## config.mk

```make
export PLATFORM = sky130hd
export DESIGN_NAME = sl_receiver
export DESIGN_NICKNAME = d
export VERILOG_FILES = /design/src/rtl/sl_pkg.sv /design/src/rtl/sl_line_sync.sv /design/src/rtl/sl_receiver.sv
export SDC_FILE = /design/constraint.sdc
export NUM_CORES = 1
export LEC_CHECK = 0
export BUFFER_PORTS_ARGS = -buffer_cell sky130_fd_sc_hd__buf_2
export CAP_MARGIN = 30
export CORE_MARGIN = 4
export CORE_UTILIZATION = 55
export DETAILED_ROUTE_END_ITERATION = 10
export HOLD_SLACK_MARGIN = 0.12
export PLACE_DENSITY_LB_ADDON = 0.08
export SYNTH_ARGS = -nofsm -noshare
export SYNTH_HDL_FRONTEND = slang
export SYNTH_HIERARCHICAL = 1
export SYNTH_SLANG_ARGS = --single-unit
```

## constraint.sdc

```tcl
create_clock -name clk -period 5.6 [get_ports clk]
set_input_delay 0 -clock clk [delete_from_list [all_inputs] [get_ports clk]]
set_output_delay 0 -clock clk [all_outputs]
set_load 0.01 [all_outputs]
```

## src/rtl/sl_pkg.sv

```systemverilog
// Shared types and constants for the SL receiver: FSM states, register map,
// status bit positions and the reset word length.
package sl_pkg;

    typedef enum logic [2:0] {
        WAIT_IDLE,
        IDLE,
        BIT,
        GAP,
        STOP
    } sl_state_e;

    localparam logic ADDR_DATA = 1'b0;
    localparam logic ADDR_CFG  = 1'b1;

    localparam int ST_EN    = 6;
    localparam int ST_BUSY  = 16;
    localparam int ST_READY = 17;
    localparam int ST_PAR   = 18;
    localparam int ST_LEN   = 19;
    localparam int ST_OVR   = 20;
    localparam int ST_TMO   = 21;
    localparam int ST_CNT   = 24;

    localparam logic [5:0] CFG_LEN_DEF = 6'd8;

    // Word lengths outside 1..32 are not representable in the data register.
    function automatic logic [5:0] clamp_len(input logic [5:0] len);
        return (len == 6'd0 || len > 6'd32) ? 6'd32 : len;
    endfunction

endpackage

```

## src/rtl/sl_line_sync.sv

```systemverilog
// One SL line: 2-flop synchronizer, then an optional stability filter that
// is built only when SL_RX_GLITCH_FILTER_EN is defined.
module sl_line_sync #(
    parameter int FILT_LEN = 3
) (
    input  logic clk,
    input  logic rst,
    input  logic line_in,
    output logic line_out
);

    if (FILT_LEN < 1 || FILT_LEN > 15) begin : g_bad_filt_len
        $error("sl_line_sync: FILT_LEN out of range 1..15");
    end

    logic s1_q, s2_q;

    always_ff @(posedge clk or posedge rst) begin
        if (rst) begin
            s1_q <= 1'b1;
            s2_q <= 1'b1;
        end else begin
            s1_q <= line_in;
            s2_q <= s1_q;
        end
    end

`ifdef SL_RX_GLITCH_FILTER_EN
    localparam logic [3:0] FL = 4'(FILT_LEN);

    logic       filt_q, filt_d;
    logic [3:0] cnt_q, cnt_d;

    // A new level is accepted only after FILT_LEN consecutive cycles of disagreement.
    always_comb begin
        filt_d = filt_q;
        cnt_d  = '0;
        if (s2_q != filt_q) begin
            if (cnt_q + 4'd1 >= FL) filt_d = s2_q;
            else                    cnt_d  = cnt_q + 4'd1;
        end
    end

    always_ff @(posedge clk or posedge rst) begin
        if (rst) begin
            filt_q <= 1'b1;
            cnt_q  <= '0;
        end else begin
            filt_q <= filt_d;
            cnt_q  <= cnt_d;
        end
    end

    assign line_out = filt_q;
`else
    assign line_out = s2_q;
`endif

endmodule

```

## src/rtl/sl_receiver.sv

```systemverilog
// SL two-wire serial receiver with a two-register CPU interface.
// Glitch filtering on the lines is built when SL_RX_GLITCH_FILTER_EN is defined.
module sl_receiver
    import sl_pkg::*;
#(
    parameter int FILT_LEN = 3,
    parameter int TIMEOUT  = 255
) (
    input  logic        clk,
    input  logic        rst,
    input  logic        SL0,
    input  logic        SL1,
    input  logic [31:0] d_in,
    input  logic        wr_en,
    input  logic        addr,
    output logic [31:0] d_out
);

    if (TIMEOUT < 16 || TIMEOUT > 65535) begin : g_bad_timeout
        $error("sl_receiver: TIMEOUT out of range 16..65535");
    end

    localparam logic [15:0] TMO_LAST = 16'(TIMEOUT - 1);

    logic l0, l1;

    sl_line_sync #(.FILT_LEN(FILT_LEN)) u_sync0 (.clk(clk), .rst(rst), .line_in(SL0), .line_out(l0));
    sl_line_sync #(.FILT_LEN(FILT_LEN)) u_sync1 (.clk(clk), .rst(rst), .line_in(SL1), .line_out(l1));

    sl_state_e   state_q, state_d;
    logic [32:0] shift_q, shift_d;
    logic [5:0]  cnt_q, cnt_d, last_q, last_d, cfg_len_q, cfg_len_d;
    logic [15:0] tmr_q, tmr_d;
    logic [1:0]  lines_q;
    logic [31:0] data_q, data_d;
    logic        en_q, en_d, ready_q, ready_d, par_q, par_d;
    logic        len_q, len_d, ovr_q, ovr_d, tmo_q, tmo_d;

    logic        one_lo, both_hi, both_lo, changed, evaluate, zero_stop, tmo_hit;
    logic [32:0] mask, word;

    assign one_lo  = l0 ^ l1;
    assign both_hi = l0 & l1;
    assign both_lo = ~(l0 | l1);
    assign changed = {l0, l1} != lines_q;
    // Keep only the cfg_len data bits plus parity; a shift by 33 yields an all-ones mask.
    assign mask    = (33'd1 << (cfg_len_q + 6'd1)) - 33'd1;
    assign word    = shift_q & mask;

    always_comb begin
        state_d   = state_q;
        shift_d   = shift_q;
        cnt_d     = cnt_q;
        tmr_d     = '0;
        evaluate  = 1'b0;
        zero_stop = 1'b0;
        tmo_hit   = 1'b0;
        case (state_q)
            WAIT_IDLE: if (both_hi) state_d = IDLE;
            IDLE: begin
                if (one_lo) begin
                    state_d = BIT;
                    shift_d = {shift_q[31:0], l0};
                    cnt_d   = 6'd1;
                end else if (both_lo) begin
                    state_d   = STOP;
                    zero_stop = 1'b1;
                end
            end
            BIT, GAP: begin
                if (both_lo) begin
                    state_d  = STOP;
                    evaluate = 1'b1;
                end else if (state_q == GAP && one_lo) begin
                    state_d = BIT;
                    shift_d = {shift_q[31:0], l0};
                    cnt_d   = (cnt_q == 6'd63) ? cnt_q : cnt_q + 6'd1;
                end else if (state_q == BIT && both_hi) begin
                    state_d = GAP;
                end else if (!changed) begin
                    if (tmr_q == TMO_LAST) begin
                        state_d = WAIT_IDLE;
                        tmo_hit = 1'b1;
                    end else begin
                        tmr_d = tmr_q + 16'd1;
                    end
                end
            end
            STOP:    if (both_hi) state_d = IDLE;
            default: state_d = WAIT_IDLE;
        endcase
        if (!en_q) begin
            state_d   = WAIT_IDLE;
            shift_d   = shift_q;
            cnt_d     = cnt_q;
            tmr_d     = tmr_q;
            evaluate  = 1'b0;
            zero_stop = 1'b0;
            tmo_hit   = 1'b0;
        end
    end

    // Register writes first; receive events applied afterwards take precedence.
    always_comb begin
        data_d    = data_q;
        cfg_len_d = cfg_len_q;
        en_d      = en_q;
        ready_d   = ready_q;
        par_d     = par_q;
        len_d     = len_q;
        ovr_d     = ovr_q;
        tmo_d     = tmo_q;
        last_d    = last_q;
        if (wr_en) begin
            if (addr == ADDR_DATA) begin
                ready_d = 1'b0;
            end else begin
                cfg_len_d = clamp_len(d_in[5:0]);
                en_d      = d_in[6];
                par_d     = 1'b0;
                len_d     = 1'b0;
                ovr_d     = 1'b0;
                tmo_d     = 1'b0;
            end
        end
        if (evaluate) begin
            last_d  = cnt_q;
            ready_d = 1'b1;
            if (ready_q && !(wr_en && addr == ADDR_DATA)) ovr_d = 1'b1;
            if (cnt_q == cfg_len_q + 6'd1) begin
                data_d = word[32:1];
                par_d  = ~(^word);
            end else begin
                len_d = 1'b1;
            end
        end
        if (zero_stop) begin
            len_d  = 1'b1;
            last_d = '0;
        end
        if (tmo_hit) tmo_d = 1'b1;
    end

    always_ff @(posedge clk or posedge rst) begin
        if (rst) begin
            state_q   <= WAIT_IDLE;
            shift_q   <= '0;
            cnt_q     <= '0;
            tmr_q     <= '0;
            lines_q   <= 2'b11;
            data_q    <= '0;
            cfg_len_q <= CFG_LEN_DEF;
            en_q      <= 1'b1;
            ready_q   <= 1'b0;
            par_q     <= 1'b0;
            len_q     <= 1'b0;
            ovr_q     <= 1'b0;
            tmo_q     <= 1'b0;
            last_q    <= '0;
        end else begin
            state_q   <= state_d;
            shift_q   <= shift_d;
            cnt_q     <= cnt_d;
            tmr_q     <= tmr_d;
            lines_q   <= {l0, l1};
            data_q    <= data_d;
            cfg_len_q <= cfg_len_d;
            en_q      <= en_d;
            ready_q   <= ready_d;
            par_q     <= par_d;
            len_q     <= len_d;
            ovr_q     <= ovr_d;
            tmo_q     <= tmo_d;
            last_q    <= last_d;
        end
    end

    always_comb begin
        d_out = '0;
        if (addr == ADDR_DATA) begin
            d_out = data_q;
        end else begin
            d_out[5:0]         = cfg_len_q;
            d_out[ST_EN]       = en_q;
            d_out[ST_BUSY]     = (state_q == BIT) || (state_q == GAP) || (state_q == STOP);
            d_out[ST_READY]    = ready_q;
            d_out[ST_PAR]      = par_q;
            d_out[ST_LEN]      = len_q;
            d_out[ST_OVR]      = ovr_q;
            d_out[ST_TMO]      = tmo_q;
            d_out[ST_CNT +: 6] = last_q;
        end
    end

endmodule

```

## Word level (Yosys, flattened, before mapping)

Index checks and enable logic that the tools add are counted.

- Shift-type cells: 1
- Multiplexer cells: 66
- Reductions and logical operators: 25
- Magnitude comparators: 1
- Bitwise gates (word level): 6
- Eq/ne operators: 17
- Add/subtract/negate cells: 4

Operators by type and width:

| cell | number |
|---|---|
| 2-to-1 mux 33 bit | 3 |
| 2-to-1 mux 16 bit | 6 |
| one-hot mux 33 bit (2 select lines) | 1 |
| 2-to-1 mux 6 bit | 9 |
| AND 33 bit | 1 |
| XOR reduction 33 bit | 1 |
| left shift 1 x 6 -> 33 bit (first input constant) | 1 |
| subtractor 33 x 1 -> 33 bit (second input constant) | 1 |
| 2-to-1 mux 1 bit | 32 |
| 2-to-1 mux 3 bit | 9 |
| adder 16 x 1 -> 16 bit (second input constant) | 1 |
| == test 16 x 8 -> 1 bit (second input constant) | 1 |
| adder 6 x 1 -> 6 bit (second input constant) | 2 |
| != test 6 bit (second input constant) | 2 |
| one-hot mux 6 bit (2 select lines) | 1 |
| nonzero test 2 bit | 5 |
| 2-to-1 mux 9 bit | 1 |
| one-hot mux 3 bit (3 select lines) | 1 |
| != test 2 bit (second input constant) | 4 |
| AND reduction 2 bit | 4 |
| 2-to-1 mux 7 bit | 1 |
| == test 3 x 2 -> 1 bit (second input constant) | 2 |
| == test 6 bit | 1 |
| == test 6 bit (second input constant) | 1 |
| 21 further kinds | 29 |

- Output and inout port bits: 32
- Bits of input ports: 38
- Word-level logic and storage cells: 138
- Register bits after elaboration: 114

## Longest topological paths before layout

- Depth after elaboration: 10
- Mapped depth: 19
- Gate-level depth less buffers: 16

## Cells and area by module

The synthesis kept the hierarchy.

Modules (own cells, without submodules):

| module | cells each | instances | sequential area each (sq um) | area each (sq um) |
|---|---|---|---|---|
| sl_receiver | 799 | 1 | 2757.6 | 7435.9 |
| sl_line_sync | 3 | 2 | 52.6 | 56.3 |

## Least setup slack after synthesis

OpenSTA, ideal clock, no wires.

- Path kind: flip-flop to flip-flop
- Start: register cfg_len_q[1]
- End: register par_q
- Slack: 1284 ps
- Library setup time: 76 ps
- Arrival time: 4239 ps
- Required time: 5524 ps
- Path buffers: 2
- Period minus slack after synthesis: 4316 ps
- Stages on the path, launching flop included: 18
- Path through: dfrtp_1 ha_1 buf_4 nand3_2 and2_1 o32a_1 nand2_1 ha_1 clkbuf_1 o21ai_1 nor2_2 nand3_1 mux2i_1 xnor3_1 xnor3_1 xnor3_1 xnor3_1 o21ai_1

- Word-level cells in the longest chain between the ends: 8
- Elaborated cells between the ends (all ways): 9
- Classes of those cells: add/sub (2); eq/ne (1); shift (1); mux (2); bitwise (2); reduce/logical (1)

RTL lines:

| what | line | text |
|---|---|---|
| from (decl) | sl_receiver.sv:32 | `logic [5:0] cnt_q, cnt_d, last_q, last_d, cfg_len_q, cfg_len_d;` |
| from (signal assigned) | sl_receiver.sv:167 | `cfg_len_q <= cfg_len_d;` |
| adder 6 x 1 -> 6 bit * | sl_receiver.sv:47, sl_receiver.sv:130 |  |
| left shift 1 x 6 -> 33 bit | sl_receiver.sv:47 | `assign mask = (33'd1 << (cfg_len_q + 6'd1)) - 33'd1;` |
| subtractor 33 x 1 -> 33 bit | sl_receiver.sv:47 |  |
| AND 33 bit | sl_receiver.sv:48 | `assign word = shift_q & mask;` |
| XOR reduction 33 bit | sl_receiver.sv:132 | `par_d = ~(^word);` |
| NOT 1 bit | sl_receiver.sv:132 |  |
| 2-to-1 mux 1 bit * | sl_receiver.sv:130 | `if (cnt_q == cfg_len_q + 6'd1) begin` |
| 2-to-1 mux 1 bit * | sl_receiver.sv:126 | `if (evaluate) begin` |
| named net par_d | sl_receiver.sv:36 | `logic en_q, en_d, ready_q, ready_d, par_q, par_d;` |
| to (signal assigned) | sl_receiver.sv:170 | `par_q <= par_d;` |
| to (decl) | sl_receiver.sv:36 |  |

The timed path passes the listed nets; every way through them passes the cells marked *.
A chain may end at the register's enable or synchronous reset.

## Worst setup path after layout

- Start: register cfg_len_q[0]
- End: register par_q

The elaborated chain is that of the path after synthesis.

==> impl_results.md <==
* Worst-margin pin slew at between 0.8 and 0.9 ns
* Vias/cell at 6.04
* Hold Buf Count CTS at 16
* Clock H-tree levels at 4
* Crit path time final at 4.88 ns
* Mean Syn Cell Area at 9.38 µm²
* Main area contributors after synthesis: dfrtp_1 (35%), mux2_2 (9.8%), nand2_1 (5.7%)
* DP Worst Slack at between 0.7 and 0.8 ns
* First-pass GRT wire length at approximately 33000 µm
* Via Count at 6279
* Core Util, Final at 64.4%
* Setup crit end kind: register
* Power per cell area at 322 nW/µm²
* Post-Syn Area at about 7500 µm²
* DRT iter0 DRCs at around 670
* Synth Flop Type: dfrtp_1
* Postcts setup bufs at 0
* Largest net degree at the start of global routing at between 70 and 80
* Worst min-delay path class: input pin to async pin
* DRT Wirelength at approximately 20000 µm
* Worst EP required at 5.94 ns
* Gr usage total at 26.0%
* Reg clk slew, reported paths at about 0.060 ns
* Post-synth EDFFs at 0
* Kind of critical path: register to register
* Die Wd at 125 µm
* Yosys warns at 6
* CTS root buf: clkbuf_16
* Layout Nets at 899
* Core Rows at 42
* Yosys cell types at 90
* Unrepaired setup endpoints after global routing: false
* Crit Path Max Fanout at 14
* Multi-input gate area at roughly 4400 µm²
* Final worst setup slack at 0.718 ns
* I/O pin total at 70
* Sequential-to-total area share from yosys stat at between 30% and 40%
* DR DRC count at 0
* Total iterations of the first detailed-routing run at 5
* TNS Setup at 0 ns
* Final Max Tran Viols at 0
* DPL Wire Length at between 10000 and 15000 µm
* TritonCTS Sinks at 114
* Worst hold margin at ~0.17 ns
* Max Buffers Root-to-Sink at 2
* CTS tree: yes
* Synth area leader: dfrtp_1
* Ys async rst share at 100%
* Run status: finished, final reports clean
* Rel. slew slack at between 40% and 50%
* Core area at roughly 13000 µm²
* Worst skew pair latency at 0.42 ns
* Final hold vios at 0
* CP startpoint kind: register
* Routability-driven placement congestion ratio at between 0.9 and 1
* FF+latch count, synth at 114
* # port buffers at 44
* Fin area at ~8600 µm²
* Num CTS Buffers at 17
* Mapped Cells at around 810
* Count of final setup violators at 0
* Resize count post-CTS at 0
* Max-Cap Viols at 0
* Reg area at roughly 2900 µm²
* Remaining global-route overflow at 0
* Most common cell after layout, fill and taps aside: nand2_1
* Period utilization at 87.2%
* Die area at ~16000 µm²
* Initial antenna violation count at 0
* Leakage at 3.89 nW
* Arr. time, crit path at roughly 5.2 ns
* Starting Density at a little under three fifths
* Most frequent cells in the layout: nand2_1 (115), dfrtp_1 (106), o21ai_0 (67)
* Post-DRT Antenna Nets at 0
* WL per Instance at about 19 µm
* Placement Cell Area at ~7900 µm²
* P&R area growth vs syn at 13.9%
* N_diodes at 0
* Number of global-route vias before repair at 6279
* Syn Nets at roughly 850
* Layout cells sized above 1 at 22.2%
* Fin Clk Skew at about 0.015 ns
* Max Clk Rate at slightly above 200 MHz
* Worst IR drop on VDD at between 200 and 300 µV
* Fillers at 1097
* Area fraction of the dominant cell type after synthesis at between 30% and 40%
* Die height at ~130 µm
## synthesized netlist by cell type, drive strengths merged, types with 11 or more instances
master	count
a21oi	29
and2	14
and3	18
buf	26
clkbuf	24
dfrtp	106
ha	11
inv	17
mux2	66
nand2	116
nand2b	15
nand3	30
nor2	32
nor2b	20
nor3	19
o21ai	79
xnor2	19
xor2	18
## final timing paths
| path | start | slack, ns | depth (start not counted) | end |
|---|---|---|---|---|
| hold / removal | rst | 0.17 | 3 | ovr_q |
| setup reg to reg | cfg_len_q[0] | 0.72 | 14 | par_q |
| min in group clk | SL1 | 0.22 | 2 | u_sync1/s1_q |
| hold reg to reg | u_sync0/s1_q | 0.36 | 0 | u_sync0/line_out |
| max in group asynchronous | rst | 4.17 | 4 | shift_q[6] |
| setup / recovery | cfg_len_q[0] | 0.72 | 14 | par_q |
## state kept, by name (all words and copies together), names as in the netlist
name              flops
u_sync1/s1_q          1
par_q                 1
u_sync0/s1_q          1
cfg_len_q             6
len_q                 1
tmr_q                16
en_q                  1
ovr_q                 1
u_sync0/line_out      1
data_q               32
state_q               3
ready_q               1
lines_q               2
cnt_q                 6
tmo_q                 1
last_q                6
shift_q              33
u_sync1/line_out      1
## critical path: stages, from the launching register on
cell      delay [ns]
dfrtp_1         0.50
buf_4           0.25
ha_1            0.42
or3_4           0.56
nand2_2         0.11
o211ai_1        0.09
or2_0           0.38
o31ai_2         0.51
a21oi_1         0.17
o21ai_1         0.29
xnor3_1         0.39
xnor3_1         0.36
xnor3_1         0.22
xnor3_1         0.38
o21ai_1         0.14
## metrics by stage
step,power [mW],cells
after global placement,1.68,991
after detailed placement,1.69,991
final,2.77,1039
after CTS,2.77,1039
after floorplan,1.51,805
after global routing,2.89,1039
## logic make-up after synthesis
family                   count (synthesis)  synth area share, %
AND/OR/NAND/NOR                        296                 20.2
multiplexers                            72                 10.6
adder cells (fa/ha/maj)                 11                 1.82
AO/OA/AOI/OAI                          197                 17.7
buffers and inverters                   68                 4.43
flip-flops                             114                 37.9
XOR/XNOR                                47                 7.29
## cell type report
| type | instances | share of cell area [%] |
|---|---|---|
| multi-input cells | 623 | 50.7 |
| clock buffers | 18 | 5.11 |
| inverters | 18 | 0.815 |
| repair buffers | 76 | 5.82 |
| flip-flops and latches | 114 | 33.3 |
| clock inverters | 14 | 1.69 |
| well taps | 176 | 2.56 |
## layer usage
metal | global-route usage (%) | routed length [µm]
met5 | 0 | 0
met4 | 8.35 | 473
met3 | 4.09 | 992
met2 | 43.6 | 9740
met1 | 34.8 | 8780
## power breakdown
part           total, mW  leakage, nW  switching [mW]  internal [mW]
logic              0.753         2.06           0.426          0.328
clock network       1.08        0.278           0.440          0.636
registers          0.941         1.55          0.0661          0.875
total               2.77         3.89           0.932           1.84
Note: power is estimated with default switching activity, not from simulation.
